===== config.mk =====
export PLATFORM = sky130hd
export DESIGN_NAME = stage_id_pipe_flat
export DESIGN_NICKNAME = d
export VERILOG_FILES = /design/src/rtl/stage_id_pipe_pkg.sv /design/src/rtl/stage_id_pipe_if.sv /design/src/rtl/stage_id_pipe_id_decoder.sv /design/src/rtl/stage_id_pipe.sv /design/src/flat_wrapper.sv
export SDC_FILE = /design/constraint.sdc
export NUM_CORES = 1
export LEC_CHECK = 0
export BUFFER_PORTS_ARGS = -buffer_cell sky130_fd_sc_hd__buf_4
export CORE_MARGIN = 2
export CORE_UTILIZATION = 41
export CTS_CLUSTER_SIZE = 12
export DETAILED_ROUTE_END_ITERATION = 16
export PLACE_DENSITY = 0.83
export SYNTH_ARGS = -nofsm -noshare
export SYNTH_HDL_FRONTEND = slang
export SYNTH_SLANG_ARGS = --single-unit

===== constraint.sdc =====
create_clock -name clk -period 2.7 [get_ports clk]
set_clock_uncertainty 0.15 [all_clocks]
set_input_delay 0.27 -clock clk [delete_from_list [all_inputs] [get_ports clk]]
set_output_delay 0.27 -clock clk [all_outputs]
set_load 0.01 [all_outputs]

===== src/rtl/stage_id_pipe_pkg.sv =====
// Shared decode definitions for the ID stage: opcodes, ALU op/select encodings, field widths.
package stage_id_pipe_pkg;

  localparam int INST_W = 32;
  localparam int REG_AW = 5;

  localparam logic [6:0] OPC_OP_IMM = 7'b0010011;
  localparam logic [6:0] OPC_OP     = 7'b0110011;
  localparam logic [6:0] OPC_LUI    = 7'b0110111;
  localparam logic [6:0] OPC_AUIPC  = 7'b0010111;
  localparam logic [6:0] OPC_JAL    = 7'b1101111;
  localparam logic [6:0] OPC_JALR   = 7'b1100111;
  localparam logic [6:0] OPC_BRANCH = 7'b1100011;

  typedef enum logic [3:0] {
    ALU_NOP  = 4'd0,  ALU_ADD = 4'd1, ALU_SUB = 4'd2, ALU_SLT = 4'd3,
    ALU_SLTU = 4'd4,  ALU_XOR = 4'd5, ALU_OR  = 4'd6, ALU_AND = 4'd7,
    ALU_SLL  = 4'd8,  ALU_SRL = 4'd9, ALU_SRA = 4'd10
  } alu_op_e;

  typedef enum logic [2:0] {
    SEL_NOP = 3'd0, SEL_ARITH = 3'd1, SEL_LOGIC = 3'd2, SEL_SHIFT = 3'd3, SEL_JUMP = 3'd4
  } alu_sel_e;

  // alt selects SUB/SRA (instruction bit 30)
  function automatic alu_op_e f3_to_alu(input logic [2:0] f3, input logic alt);
    case (f3)
      3'b000:  return alt ? ALU_SUB : ALU_ADD;
      3'b001:  return ALU_SLL;
      3'b010:  return ALU_SLT;
      3'b011:  return ALU_SLTU;
      3'b100:  return ALU_XOR;
      3'b101:  return alt ? ALU_SRA : ALU_SRL;
      3'b110:  return ALU_OR;
      default: return ALU_AND;
    endcase
  endfunction

  function automatic alu_sel_e sel_of(input alu_op_e op);
    case (op)
      ALU_ADD, ALU_SUB, ALU_SLT, ALU_SLTU: return SEL_ARITH;
      ALU_XOR, ALU_OR, ALU_AND:            return SEL_LOGIC;
      ALU_SLL, ALU_SRL, ALU_SRA:           return SEL_SHIFT;
      default:                             return SEL_NOP;
    endcase
  endfunction

endpackage


===== src/rtl/stage_id_pipe_if.sv =====
// Bundle of fetch-side, regfile, forwarding and result signals for stage_id_pipe.
// ID_BRANCH_EN adds br_taken / br_target.
interface stage_id_pipe_if import stage_id_pipe_pkg::*; #(
  parameter int XLEN = 32,
  parameter int NFWD = 2
) ();
  logic                   flush;
  logic                   in_valid;
  logic                   in_ready;
  logic [XLEN-1:0]        pc;
  logic [INST_W-1:0]      inst;
  logic                   re1, re2;
  logic [REG_AW-1:0]      reg_addr1, reg_addr2;
  logic [XLEN-1:0]        reg_data1, reg_data2;
  logic [NFWD-1:0]        fwd_we;
  logic [NFWD-1:0]        fwd_is_load;
  logic [NFWD*REG_AW-1:0] fwd_waddr;
  logic [NFWD*XLEN-1:0]   fwd_wdata;
  logic                   out_valid;
  logic                   out_ready;
  alu_op_e                aluop;
  alu_sel_e               alusel;
  logic [XLEN-1:0]        opv1, opv2;
  logic [REG_AW-1:0]      reg_waddr;
  logic                   we;
  logic                   illegal;
`ifdef ID_BRANCH_EN
  logic                   br_taken;
  logic [XLEN-1:0]        br_target;
`endif

  modport slave (
    input  flush, in_valid, pc, inst, reg_data1, reg_data2,
           fwd_we, fwd_is_load, fwd_waddr, fwd_wdata, out_ready,
    output in_ready, re1, re2, reg_addr1, reg_addr2,
           out_valid, aluop, alusel, opv1, opv2, reg_waddr, we, illegal
`ifdef ID_BRANCH_EN
    , output br_taken, br_target
`endif
  );

  modport master (
    output flush, in_valid, pc, inst, reg_data1, reg_data2,
           fwd_we, fwd_is_load, fwd_waddr, fwd_wdata, out_ready,
    input  in_ready, re1, re2, reg_addr1, reg_addr2,
           out_valid, aluop, alusel, opv1, opv2, reg_waddr, we, illegal
`ifdef ID_BRANCH_EN
    , input br_taken, br_target
`endif
  );
endinterface


===== src/rtl/stage_id_pipe_id_decoder.sv =====
// Combinational RV32I integer decoder; unknown opcode/funct yields illegal with NOP and no reads/writes.
// ID_BRANCH_EN adds JAL/JALR/BRANCH decode.
module id_decoder import stage_id_pipe_pkg::*; #(
  parameter int XLEN = 32
) (
  input  logic [INST_W-1:0] inst,
  input  logic [XLEN-1:0]   pc,
  output alu_op_e           aluop,
  output alu_sel_e          alusel,
  output logic              re1, re2,
  output logic [REG_AW-1:0] addr1, addr2, waddr,
  output logic [XLEN-1:0]   imm1, imm2,
  output logic              we,
  output logic              illegal
`ifdef ID_BRANCH_EN
  , output logic            link,
  output logic              is_branch, is_jump, is_jalr,
  output logic [XLEN-1:0]   br_off
`endif
);
  logic [2:0]      f3;
  logic [6:0]      f7;
  logic [XLEN-1:0] i_imm, u_imm, shamt;
  logic            legal, ctl;

  assign f3    = inst[14:12];
  assign f7    = inst[31:25];
  assign i_imm = XLEN'($signed(inst[31:20]));
  assign u_imm = XLEN'($signed({inst[31:12], 12'h000}));
  assign shamt = XLEN'(inst[24:20]);

  always_comb begin
    aluop = ALU_NOP;
    re1   = 1'b0;
    re2   = 1'b0;
    we    = 1'b0;
    imm1  = '0;
    imm2  = '0;
    legal = 1'b0;
    ctl   = 1'b0;
`ifdef ID_BRANCH_EN
    link      = 1'b0;
    is_branch = 1'b0;
    is_jump   = 1'b0;
    is_jalr   = 1'b0;
    br_off    = '0;
`endif
    case (inst[6:0])
      OPC_OP_IMM: begin
        re1   = 1'b1;
        we    = 1'b1;
        aluop = f3_to_alu(f3, (f3 == 3'b101) && inst[30]);
        if (f3 == 3'b001 || f3 == 3'b101) begin
          imm2  = shamt;
          legal = (f7 == 7'h00) || (f3 == 3'b101 && f7 == 7'h20);
        end else begin
          imm2  = i_imm;
          legal = 1'b1;
        end
      end
      OPC_OP: begin
        re1   = 1'b1;
        re2   = 1'b1;
        we    = 1'b1;
        aluop = f3_to_alu(f3, inst[30]);
        legal = (f7 == 7'h00) || (f7 == 7'h20 && (f3 == 3'b000 || f3 == 3'b101));
      end
      OPC_LUI, OPC_AUIPC: begin
        we    = 1'b1;
        aluop = ALU_ADD;
        imm1  = (inst[6:0] == OPC_AUIPC) ? pc : '0;
        imm2  = u_imm;
        legal = 1'b1;
      end
`ifdef ID_BRANCH_EN
      OPC_JAL, OPC_JALR: begin
        // result path computes the link pc+4; target goes through br_off
        we      = 1'b1;
        aluop   = ALU_ADD;
        link    = 1'b1;
        is_jump = 1'b1;
        ctl     = 1'b1;
        imm1    = pc;
        imm2    = XLEN'(4);
        if (inst[6:0] == OPC_JALR) begin
          re1     = 1'b1;
          is_jalr = 1'b1;
          br_off  = i_imm;
          legal   = (f3 == 3'b000);
        end else begin
          br_off = XLEN'($signed({inst[31], inst[19:12], inst[20], inst[30:21], 1'b0}));
          legal  = 1'b1;
        end
      end
      OPC_BRANCH: begin
        re1       = 1'b1;
        re2       = 1'b1;
        is_branch = 1'b1;
        ctl       = 1'b1;
        br_off    = XLEN'($signed({inst[31], inst[7], inst[30:25], inst[11:8], 1'b0}));
        legal     = (f3 != 3'b010) && (f3 != 3'b011);
      end
`endif
      default: legal = 1'b0;
    endcase

    if (!legal) begin
      aluop = ALU_NOP;
      re1   = 1'b0;
      re2   = 1'b0;
      we    = 1'b0;
      ctl   = 1'b0;
`ifdef ID_BRANCH_EN
      link      = 1'b0;
      is_branch = 1'b0;
      is_jump   = 1'b0;
      is_jalr   = 1'b0;
`endif
    end
  end

  assign illegal = !legal;
  assign alusel  = ctl ? SEL_JUMP : sel_of(aluop);
  assign addr1   = re1 ? inst[19:15] : '0;
  assign addr2   = re2 ? inst[24:20] : '0;
  assign waddr   = we  ? inst[11:7]  : '0;
endmodule


===== src/rtl/stage_id_pipe.sv =====
// ID stage: decode + operand forwarding into a 1-cycle output register; valid/ready, holds on !out_ready,
// stalls on load-use, flush drops in-flight result. ID_BRANCH_EN adds branch/jump resolution.
module stage_id_pipe import stage_id_pipe_pkg::*; #(
  parameter int XLEN = 32,
  parameter int NFWD = 2
) (
  input logic             clk,
  input logic             rst,
  stage_id_pipe_if.slave  bus
);
  alu_op_e           dec_aluop;
  alu_sel_e          dec_alusel;
  logic              dec_re1, dec_re2, dec_we, dec_illegal;
  logic [REG_AW-1:0] dec_addr1, dec_addr2, dec_waddr;
  logic [XLEN-1:0]   dec_imm1, dec_imm2;
  logic [XLEN-1:0]   src1, src2, opv1_n, opv2_n;
  logic              hazard, stall, accept;
`ifdef ID_BRANCH_EN
  logic              dec_link, dec_branch, dec_jump, dec_jalr, taken_n;
  logic [XLEN-1:0]   dec_br_off, jalr_sum, target_n;
`endif

  id_decoder #(.XLEN(XLEN)) u_dec (
    .inst(bus.inst), .pc(bus.pc),
    .aluop(dec_aluop), .alusel(dec_alusel),
    .re1(dec_re1), .re2(dec_re2),
    .addr1(dec_addr1), .addr2(dec_addr2), .waddr(dec_waddr),
    .imm1(dec_imm1), .imm2(dec_imm2),
    .we(dec_we), .illegal(dec_illegal)
`ifdef ID_BRANCH_EN
    , .link(dec_link), .is_branch(dec_branch), .is_jump(dec_jump),
    .is_jalr(dec_jalr), .br_off(dec_br_off)
`endif
  );

  assign bus.re1       = dec_re1;
  assign bus.re2       = dec_re2;
  assign bus.reg_addr1 = dec_addr1;
  assign bus.reg_addr2 = dec_addr2;

  // Descending scan so the lowest-index (youngest) matching source wins; x0 never forwards.
  always_comb begin
    src1   = (dec_addr1 == '0) ? '0 : bus.reg_data1;
    src2   = (dec_addr2 == '0) ? '0 : bus.reg_data2;
    hazard = 1'b0;
    for (int i = NFWD - 1; i >= 0; i--) begin
      if (bus.fwd_we[i] && (bus.fwd_waddr[i*REG_AW +: REG_AW] == dec_addr1) && (dec_addr1 != '0)) begin
        src1 = bus.fwd_wdata[i*XLEN +: XLEN];
        if (bus.fwd_is_load[i]) hazard = 1'b1;
      end
      if (bus.fwd_we[i] && (bus.fwd_waddr[i*REG_AW +: REG_AW] == dec_addr2) && (dec_addr2 != '0)) begin
        src2 = bus.fwd_wdata[i*XLEN +: XLEN];
        if (bus.fwd_is_load[i]) hazard = 1'b1;
      end
    end
  end

  always_comb begin
    opv1_n = dec_re1 ? src1 : dec_imm1;
    opv2_n = dec_re2 ? src2 : dec_imm2;
`ifdef ID_BRANCH_EN
    if (dec_link) opv1_n = dec_imm1;
`endif
  end

`ifdef ID_BRANCH_EN
  assign jalr_sum = src1 + dec_br_off;

  always_comb begin
    taken_n  = 1'b0;
    target_n = dec_jalr ? {jalr_sum[XLEN-1:1], 1'b0} : bus.pc + dec_br_off;
    if (dec_jump) begin
      taken_n = 1'b1;
    end else if (dec_branch) begin
      case (bus.inst[14:12])
        3'b000:  taken_n = (src1 == src2);
        3'b001:  taken_n = (src1 != src2);
        3'b100:  taken_n = ($signed(src1) <  $signed(src2));
        3'b101:  taken_n = ($signed(src1) >= $signed(src2));
        3'b110:  taken_n = (src1 <  src2);
        3'b111:  taken_n = (src1 >= src2);
        default: taken_n = 1'b0;
      endcase
    end
  end
`endif

  assign stall        = bus.in_valid && hazard;
  assign bus.in_ready = !rst && !stall && !bus.flush && (!bus.out_valid || bus.out_ready);
  assign accept       = bus.in_valid && bus.in_ready;

  always_ff @(posedge clk) begin
    if (rst) begin
      bus.out_valid <= 1'b0;
      bus.aluop     <= ALU_NOP;
      bus.alusel    <= SEL_NOP;
      bus.opv1      <= '0;
      bus.opv2      <= '0;
      bus.reg_waddr <= '0;
      bus.we        <= 1'b0;
      bus.illegal   <= 1'b0;
`ifdef ID_BRANCH_EN
      bus.br_taken  <= 1'b0;
      bus.br_target <= '0;
`endif
    end else if (bus.flush) begin
      bus.out_valid <= 1'b0;
    end else if (accept) begin
      bus.out_valid <= 1'b1;
      bus.aluop     <= dec_aluop;
      bus.alusel    <= dec_alusel;
      bus.opv1      <= opv1_n;
      bus.opv2      <= opv2_n;
      bus.reg_waddr <= dec_waddr;
      bus.we        <= dec_we;
      bus.illegal   <= dec_illegal;
`ifdef ID_BRANCH_EN
      bus.br_taken  <= taken_n;
      bus.br_target <= target_n;
`endif
    end else if (bus.out_ready) begin
      // consumed with nothing new (idle or load-use stall): leave a bubble
      bus.out_valid <= 1'b0;
    end
  end
endmodule


===== src/flat_wrapper.sv =====
// flat-port wrapper written by rule: the top's interface ports become plain ports
module stage_id_pipe_flat import stage_id_pipe_pkg::*;
#(
  parameter int XLEN = 32,
  parameter int NFWD = 2
)
  (clk, rst, bus_flush, bus_in_valid, bus_pc, bus_inst, bus_reg_data1, bus_reg_data2, bus_fwd_we, bus_fwd_is_load, bus_fwd_waddr, bus_fwd_wdata, bus_out_ready, bus_in_ready, bus_re1, bus_re2, bus_reg_addr1, bus_reg_addr2, bus_out_valid, bus_aluop, bus_alusel, bus_opv1, bus_opv2, bus_reg_waddr, bus_we, bus_illegal);
  stage_id_pipe_if #(.XLEN(XLEN), .NFWD(NFWD)) bus_i ();
  input logic clk;
  input logic rst;
  input wire logic [$bits(bus_i.flush)-1:0] bus_flush;
  input wire logic [$bits(bus_i.in_valid)-1:0] bus_in_valid;
  input wire logic [$bits(bus_i.pc)-1:0] bus_pc;
  input wire logic [$bits(bus_i.inst)-1:0] bus_inst;
  input wire logic [$bits(bus_i.reg_data1)-1:0] bus_reg_data1;
  input wire logic [$bits(bus_i.reg_data2)-1:0] bus_reg_data2;
  input wire logic [$bits(bus_i.fwd_we)-1:0] bus_fwd_we;
  input wire logic [$bits(bus_i.fwd_is_load)-1:0] bus_fwd_is_load;
  input wire logic [$bits(bus_i.fwd_waddr)-1:0] bus_fwd_waddr;
  input wire logic [$bits(bus_i.fwd_wdata)-1:0] bus_fwd_wdata;
  input wire logic [$bits(bus_i.out_ready)-1:0] bus_out_ready;
  output wire logic [$bits(bus_i.in_ready)-1:0] bus_in_ready;
  output wire logic [$bits(bus_i.re1)-1:0] bus_re1;
  output wire logic [$bits(bus_i.re2)-1:0] bus_re2;
  output wire logic [$bits(bus_i.reg_addr1)-1:0] bus_reg_addr1;
  output wire logic [$bits(bus_i.reg_addr2)-1:0] bus_reg_addr2;
  output wire logic [$bits(bus_i.out_valid)-1:0] bus_out_valid;
  output wire logic [$bits(bus_i.aluop)-1:0] bus_aluop;
  output wire logic [$bits(bus_i.alusel)-1:0] bus_alusel;
  output wire logic [$bits(bus_i.opv1)-1:0] bus_opv1;
  output wire logic [$bits(bus_i.opv2)-1:0] bus_opv2;
  output wire logic [$bits(bus_i.reg_waddr)-1:0] bus_reg_waddr;
  output wire logic [$bits(bus_i.we)-1:0] bus_we;
  output wire logic [$bits(bus_i.illegal)-1:0] bus_illegal;
  assign bus_i.flush = bus_flush;
  assign bus_i.in_valid = bus_in_valid;
  assign bus_i.pc = bus_pc;
  assign bus_i.inst = bus_inst;
  assign bus_i.reg_data1 = bus_reg_data1;
  assign bus_i.reg_data2 = bus_reg_data2;
  assign bus_i.fwd_we = bus_fwd_we;
  assign bus_i.fwd_is_load = bus_fwd_is_load;
  assign bus_i.fwd_waddr = bus_fwd_waddr;
  assign bus_i.fwd_wdata = bus_fwd_wdata;
  assign bus_i.out_ready = bus_out_ready;
  assign bus_in_ready = bus_i.in_ready;
  assign bus_re1 = bus_i.re1;
  assign bus_re2 = bus_i.re2;
  assign bus_reg_addr1 = bus_i.reg_addr1;
  assign bus_reg_addr2 = bus_i.reg_addr2;
  assign bus_out_valid = bus_i.out_valid;
  assign bus_aluop = bus_i.aluop;
  assign bus_alusel = bus_i.alusel;
  assign bus_opv1 = bus_i.opv1;
  assign bus_opv2 = bus_i.opv2;
  assign bus_reg_waddr = bus_i.reg_waddr;
  assign bus_we = bus_i.we;
  assign bus_illegal = bus_i.illegal;
  stage_id_pipe #(.XLEN(XLEN), .NFWD(NFWD)) u_core (.clk(clk), .rst(rst), .bus(bus_i));
endmodule

After elaboration in Yosys (flattened, before gate mapping)
Memories as Yosys holds them, arrays and structs flattened. A register that Yosys moved wholly into a read port is not among the register bits.
Cells that the tools add are included.
W data, S select, Z words.
{"block": "totals", "romBits": 32, "wordCells": 104, "ram_bits": 0, "latchBits": 0, "in_bits": 211, "mem_count": 1, "reg_bits": 79}
{"block": "op_classes", "n_reduce_logical": 38, "mux": 41, "multipliers": 0, "shift": 0, "n_addsub": 0, "bitwise_logic": 1, "n_eq_ne": 15, "n_lt_le_gt_ge": 0, "n_div": 0}
{"memory": "(name not given)", "words": 16, "width": 2, "rd": 1, "rd_ports_with_merged_regs": 1, "wr": 0, "line_no": "stage_id_pipe_pkg.sv:40", "rtl": "case (op)"}
{"op": "$mux W32", "count": 11}
{"op": "$pmux W32 S2", "count": 1}
{"op": "$pmux W4 S7", "count": 2}
{"op": "$eq A7 B6 Y1 const B", "count": 3}
{"op": "$eq A5 B5 Y1", "count": 4}
{"op": "$mux W1", "count": 17}
{"op": "$logic_and A1 B1 Y1", "count": 16}
{"op": "$mux W5", "count": 3}
{"op": "$eq A7 B5 Y1 const B", "count": 2}
{"op": "$pmux W4 S3", "count": 1}
{"op": "$logic_not A5 Y1", "count": 2}
{"op": "$reduce_bool A5 Y1", "count": 2}
{"op": "$eq A3 B3 Y1 const B", "count": 3}
{"op": "$mux W2", "count": 4}
{"op": "$logic_not A7 Y1", "count": 1}
{"op": "$eq A3 B2 Y1 const B", "count": 2}
{"op": "$reduce_or A2 Y1", "count": 3}
{"op": "$logic_not A1 Y1", "count": 5}
{"op": "$logic_or A1 B1 Y1", "count": 5}
{"op": "$mux W4", "count": 1}
{"op": "$reduce_or A4 Y1", "count": 1}
{"op": "$eq A3 B1 Y1 const B", "count": 1}
{"op": "$logic_not A3 Y1", "count": 1}
{"op": "$pmux W1 S3", "count": 1}
{"op": "other kinds (3)", "count": 3}

Depth between registers and ports, before layout
{"block": "depth", "ltp_word": 24, "depth_mapped": 11}

Cells and area by module
Synthesis repeated with hierarchy kept, for this count alone.
{"block": "hier_totals", "hier_cells": 908, "hier_area_um2": 6447.4}
{"mod": "stage_id_pipe", "area_per_inst_um2": 5517.8, "seq_area_each_um2": 1581.5, "cells_each": 734, "instances": 1}
{"mod": "id_decoder", "area_per_inst_um2": 929.6, "seq_area_each_um2": 0.0, "cells_each": 174, "instances": 1}

Worst setup path after synthesis
No wires, ideal clock.
{"block": "synth_timing", "path_kind": "input to register", "start": "input port bus_inst[25]", "end": "register u_core.bus.aluop[2] (netlist bit)", "setup_time_ns": 0.070, "arrival_ns": 2.636, "slack_ns": -0.157, "path_stages": 10, "required_time_ns": 2.480, "path_cell_list": "nor4_1 -> nand2_1 -> or4_1 -> a22oi_1 -> o32ai_1 -> a211oi_2 -> buf_4 -> buf_2 -> nand3_1 -> a21oi_1"}
{"block": "synth_via", "elab_chain_cells": 24, "elab_cells_between_ends": 41, "cone_classes": "5 x eq/ne; 14 x mux; 22 x reduce/logical"}
{"item": "from (decl)", "line_no": "flat_wrapper.sv:14", "rtl": "input wire logic [$bits(bus_i.inst)-1:0] bus_inst;"}
{"item": "$eq A7 B6 Y1", "line_no": "stage_id_pipe_id_decoder.sv:55, stage_id_pipe_id_decoder.sv:66"}
{"item": "$logic_and A1 B1 Y1", "line_no": "stage_id_pipe_id_decoder.sv:55", "rtl": "legal = (f7 == 7'h00) || (f3 == 3'b101 && f7 == 7'h20);"}
{"item": "$logic_or A1 B1 Y1", "line_no": "stage_id_pipe_id_decoder.sv:55"}
{"item": "$mux W1", "line_no": "stage_id_pipe_id_decoder.sv:53", "rtl": "if (f3 == 3'b001 || f3 == 3'b101) begin"}
{"item": "$pmux W1 S3 (*)", "line_no": "stage_id_pipe_id_decoder.sv:48", "rtl": "case (inst[6:0])"}
{"item": "$mux W1", "line_no": "stage_id_pipe_id_decoder.sv:107", "rtl": "if (!legal) begin"}
{"item": "$mux W5", "line_no": "stage_id_pipe_id_decoder.sv:124", "rtl": "assign addr1 = re1 ? inst[19:15] : '0;"}
{"item": "$eq A5 B5 Y1", "line_no": "stage_id_pipe.sv:47", "rtl": "if (bus.fwd_we[i] && (bus.fwd_waddr[i*REG_AW +: REG_AW] == dec_addr1) && (dec_addr1 != '0)) begin"}
{"item": "[6 not listed]"}
{"item": "$mux W1", "line_no": "stage_id_pipe.sv:47"}
{"item": "$mux W1", "line_no": "stage_id_pipe.sv:53", "rtl": "if (bus.fwd_is_load[i]) hazard = 1'b1;"}
{"item": "$mux W1", "line_no": "stage_id_pipe.sv:51", "rtl": "if (bus.fwd_we[i] && (bus.fwd_waddr[i*REG_AW +: REG_AW] == dec_addr2) && (dec_addr2 != '0)) begin"}
{"item": "$logic_and A1 B1 Y1", "line_no": "stage_id_pipe.sv:88", "rtl": "assign stall = bus.in_valid && hazard;"}
{"item": "$logic_not A1 Y1", "line_no": "stage_id_pipe.sv:89", "rtl": "assign bus.in_ready = !rst && !stall && !bus.flush && (!bus.out_valid || bus.out_ready);"}
{"item": "$logic_and A1 B1 Y1 (3 in series)", "line_no": "stage_id_pipe.sv:89"}
{"item": "$logic_and A1 B1 Y1", "line_no": "stage_id_pipe.sv:90", "rtl": "assign accept = bus.in_valid && bus.in_ready;"}
{"item": "$reduce_and A2 Y1 (no line)"}
{"item": "to (signal assigned)", "line_no": "stage_id_pipe.sv:110", "rtl": "bus.aluop <= dec_aluop;"}
{"item": "to (decl)", "line_no": "stage_id_pipe_if.sv:36", "rtl": "out_valid, aluop, alusel, opv1, opv2, reg_waddr, we, illegal"}
Every way passes the cells marked *; elsewhere a longest branch is shown, timed or not.
A chain may end at the register's enable or synchronous reset.

Worst setup path after layout
{"block": "layout_timing", "start": "input port bus_inst[25]", "end": "output port bus_in_ready"}
{"block": "layout_via", "elab_chain_cells": 22, "elab_cells_between_ends": 38, "cone_classes": "5 x eq/ne; 13 x mux; 20 x reduce/logical"}
{"item": "$eq A7 B6 Y1", "line_no": "stage_id_pipe_id_decoder.sv:55, stage_id_pipe_id_decoder.sv:66"}
{"item": "$logic_and A1 B1 Y1", "line_no": "stage_id_pipe_id_decoder.sv:55"}
{"item": "$logic_or A1 B1 Y1", "line_no": "stage_id_pipe_id_decoder.sv:55"}
{"item": "$mux W1", "line_no": "stage_id_pipe_id_decoder.sv:53"}
{"item": "$pmux W1 S3 (*)", "line_no": "stage_id_pipe_id_decoder.sv:48"}
{"item": "$mux W1", "line_no": "stage_id_pipe_id_decoder.sv:107"}
{"item": "$mux W5", "line_no": "stage_id_pipe_id_decoder.sv:124"}
{"item": "$eq A5 B5 Y1", "line_no": "stage_id_pipe.sv:47"}
{"item": "[4 not listed]"}
{"item": "$mux W1", "line_no": "stage_id_pipe.sv:51"}
{"item": "$mux W1", "line_no": "stage_id_pipe.sv:49", "rtl": "if (bus.fwd_is_load[i]) hazard = 1'b1;"}
{"item": "$mux W1", "line_no": "stage_id_pipe.sv:47"}
{"item": "$mux W1", "line_no": "stage_id_pipe.sv:53"}
{"item": "$mux W1 (*)", "line_no": "stage_id_pipe.sv:51"}
{"item": "$logic_and A1 B1 Y1 (*)", "line_no": "stage_id_pipe.sv:88"}
{"item": "$logic_not A1 Y1 (*)", "line_no": "stage_id_pipe.sv:89"}
{"item": "$logic_and A1 B1 Y1 (*) (3 in series)", "line_no": "stage_id_pipe.sv:89"}
{"item": "to (decl)", "line_no": "flat_wrapper.sv:22", "rtl": "output wire logic [$bits(bus_i.in_ready)-1:0] bus_in_ready;"}
Marked as above.

==> flow_summary.ini <==
[clock_tree]
path_clk_slew_ns = 0.07
cts_made_buffers = 9
clock_sinks = 78
cts_tree = done
cts.path.max_buffers = 2
htreeDepth = 3
clockRootBuffer = clkbuf_16
worstSkewPairLatency_ns = 0.34

[timing]
setup_viol = 1
min_period_over_period_pct = 106
relSlewSlack_pct = 41.1
whs_ns = 0.0354
period_needed_ns = 2.85
report.final.slew_viol_count = 0
max_freq_mhz = 351
hold_viol = 0
tightest_slew_ns = 0.883
rsz0062_at_grt = true
fin_ws_ns = -0.149

[synth]
synth_area_sq_um = 5240
yosysTopAreaCellShare_pct = 29.8
async_reset_ff_share_pct = 0
synth_flop_cell = dfxtp_1
synth_compound_area_share_pct = 26.4
synthAdderAreaFrac_pct = 0
avgSynthCellArea_sq_um = 7.37
synth_warnings = 0
syn_inst = 711
synth.area.top_cells = dfxtp_1 (30%), mux2i_1 (13%), nand2_1 (9.8%), o21ai_0 (7.4%), nor2_1 (5.4%)
ys_seq_elements = 78
synth_xor_area_share_pct = 2.84
synthMuxAreaShare_pct = 13.0
synth.distinct_cells = 45
yosys.area.top_type = dfxtp_1
syn_nets = 922
synth_top_family_by_area = compound AO/OA/AOI/OAI gates
yosysSeqAreaShare_pct = 29.8
synthSimpleGateAreaFrac_pct = 22.5
synth_edf_count = 0

[floorplanning]
die_w_um = 117
die_h_um = 117
floorplan.initialDensity_pct = 41.7
design.core.area_sq_um = 12600
num_io_pins = 303
num_rows = 41
design.die.area_sq_um = 13700

[global_routing]
antenna_found_initial = 0
grt_pass1_wl_um = 33000
track_usage_pct = 32.0
grt_pass1_vias = 6220
grt.overflow.total = 0
grt_max_degree = 79

[pwr]
powerDensity_nw_per_um2 = 365
clockPowerShare_pct = 38.3
power_mw = 3.21
p_leak_nw = 3.48
p_int_mw = 2.27
switchingPower_mw = 0.939
switching_share_pct = 29.2
vdd_drop_max_mv = 0.257
comb_power_share_pct = 23.5
seq_power_share_pct = 38.2

[layout]
utilization_pct = 70.1
final_cell_mix = buf_4 (353), nand2_1 (136), dfxtp_1 (78), o21ai_0 (77), nor2_1 (75)
drive_gt1_share_pct = 40.4
diodes = 0
final_nets = 1253
mostFrequentLayoutCell = buf_4
fin_cells = 1219
areaGrowthSynthToFinish_pct = 68.1

[detailed_routing]
vias = 6966
vias_per_cell = 5.71
wl_per_cell_um = 20.2
drc = 0
postRouteAntennaNets = 0
first_pass_iters = 5
drtIter0Drc = 751
wirelength_um = 24600

[placement]
place_congestion = 0.910
dp_hpwl_um = 17600
io_buffers = 301
dp.cells = 1184

[job]
drv_cap = 0

[setup_path]
path_class = input port to primary output
critPathArrivalTime_ns = 2.43
end_kind = primary output
worstPathMaxFanout = 2
start_kind = input port
cp_data_required_time_ns = 2.28

[worst_hold_path]
min_path_type = input port to flip-flop

[run_status]
violations = setup timing
status = finished with violations
==> kinds of logic (layout without fill, tap and decap cells) <==
family | after synthesis | in the layout
and+or+nand+nor | 271 | 271
xor gates and xnor gates | 17 | 17
muxes | 68 | 68
AOI/OAI and AO/OA | 209 | 209
buffers and inverters | 67 | 403
other | 1 | 1
DFF | 78 | 78
==> through the flow <==
step	setup TNS (ns)	area (sq um)	setup slack, ns
after floorplan	-0.0120	5270	-0.0120
after global placement	-6.09	8070	-0.118
after detailed placement	-10.84	8070	-0.185
after CTS	-0.0741	8440	-0.0696
after global routing	-1.17	8810	-0.203
final	-0.149	8810	-0.149
==> metal layers <==
layer	vias to the layer above	global-route usage, %	part of all wire (%)
met3	78	7.98	9.6
met4	0	19.8	5.5
met1	3236	37.7	36
met2	428	52.4	49
li1	3224	-	-
met5	-	0	0
==> critical path: stages <==
cell	delay, ns
buf_8	0.10
nor4_4	0.28
nand2_1	0.11
or4_4	0.54
a22oi_2	0.23
buf_4	0.16
nor3_4	0.04
a221o_1	0.37
a21boi_1	0.19
buf_4	0.14
==> cell usage after synthesis, drive strengths merged, types with 2 or more instances <==
master,count
a211oi,36
a21boi,5
a21oi,15
a22oi,33
a311oi,29
a31oi,2
and2,10
and3,5
and3b,2
and4,2
buf,21
clkbuf,41
dfxtp,78
inv,5
mux2i,68
nand2,137
nand2b,2
nand3,10
nand4,2
nor2,75
nor2b,6
nor3,8
nor3b,2
nor4,4
o211ai,3
o21ai,77
o21bai,3
o31ai,2
or4,2
xnor2,6
xor2,11
==> repair_timing <==
action / 4_1_cts / 5_1_grt
hold buffers: 1 / 0
setup endpoints to repair: 1 / 77
pin swaps: 10 / 22
resized for setup: 7 / 26
gates cloned: 0 / 9
buffers inserted: 4 / 7
endpoints found under the hold margin: 1 / 0
==> power groups by stage <==
stage | logic (mW) | clock network, mW | registers [mW]
CTS | 0.694 | 1.24 | 1.23
finish | 0.755 | 1.23 | 1.23
floorplan | 0.207 | 0 | 1.27
global placement | 0.674 | 0 | 1.25
global route | 0.805 | 1.30 | 1.23
detailed placement | 0.684 | 0 | 1.25
==> final cells by class <==
type,instances,area [sq um]
Fill cell,991,3760
Multi-Input combinational cell,566,3540
Timing Repair Buffer,382,3170
Sequential cell,78,1560
Clock buffer,9,225
Tap cell,172,215
Clock inverter,7,71.3
Inverter,5,18.8
==> sequential cells by signal, summed over array words and instances, names as in the netlist <==
name / cells
u_core.bus.opv1: 32
u_core.bus.opv2: 32
u_core.bus.reg_waddr: 5
u_core.bus.aluop: 4
u_core.bus.alusel: 2
u_core.bus.illegal: 1
u_core.bus.out_valid: 1
u_core.bus.we: 1
==> worst paths after layout <==
path | endpoint | start | slack [ns] | depth (start not counted)
setup reg to reg | u_core.bus.alusel[1]$_SDFFE_PP0P_ | u_core.bus.out_valid$_SDFFE_PP0P_ | 0.30 | 9
setup / recovery | bus_in_ready | bus_inst[25] | -0.15 | 10
hold / removal | u_core.bus.reg_waddr[1]$_SDFFE_PP0P_ | bus_inst[8] | 0.04 | 3
hold reg to reg | u_core.bus.reg_waddr[4]$_SDFFE_PP0P_ | u_core.bus.reg_waddr[4]$_SDFFE_PP0P_ | 0.33 | 2
Note: power is estimated with default switching activity, not from simulation.
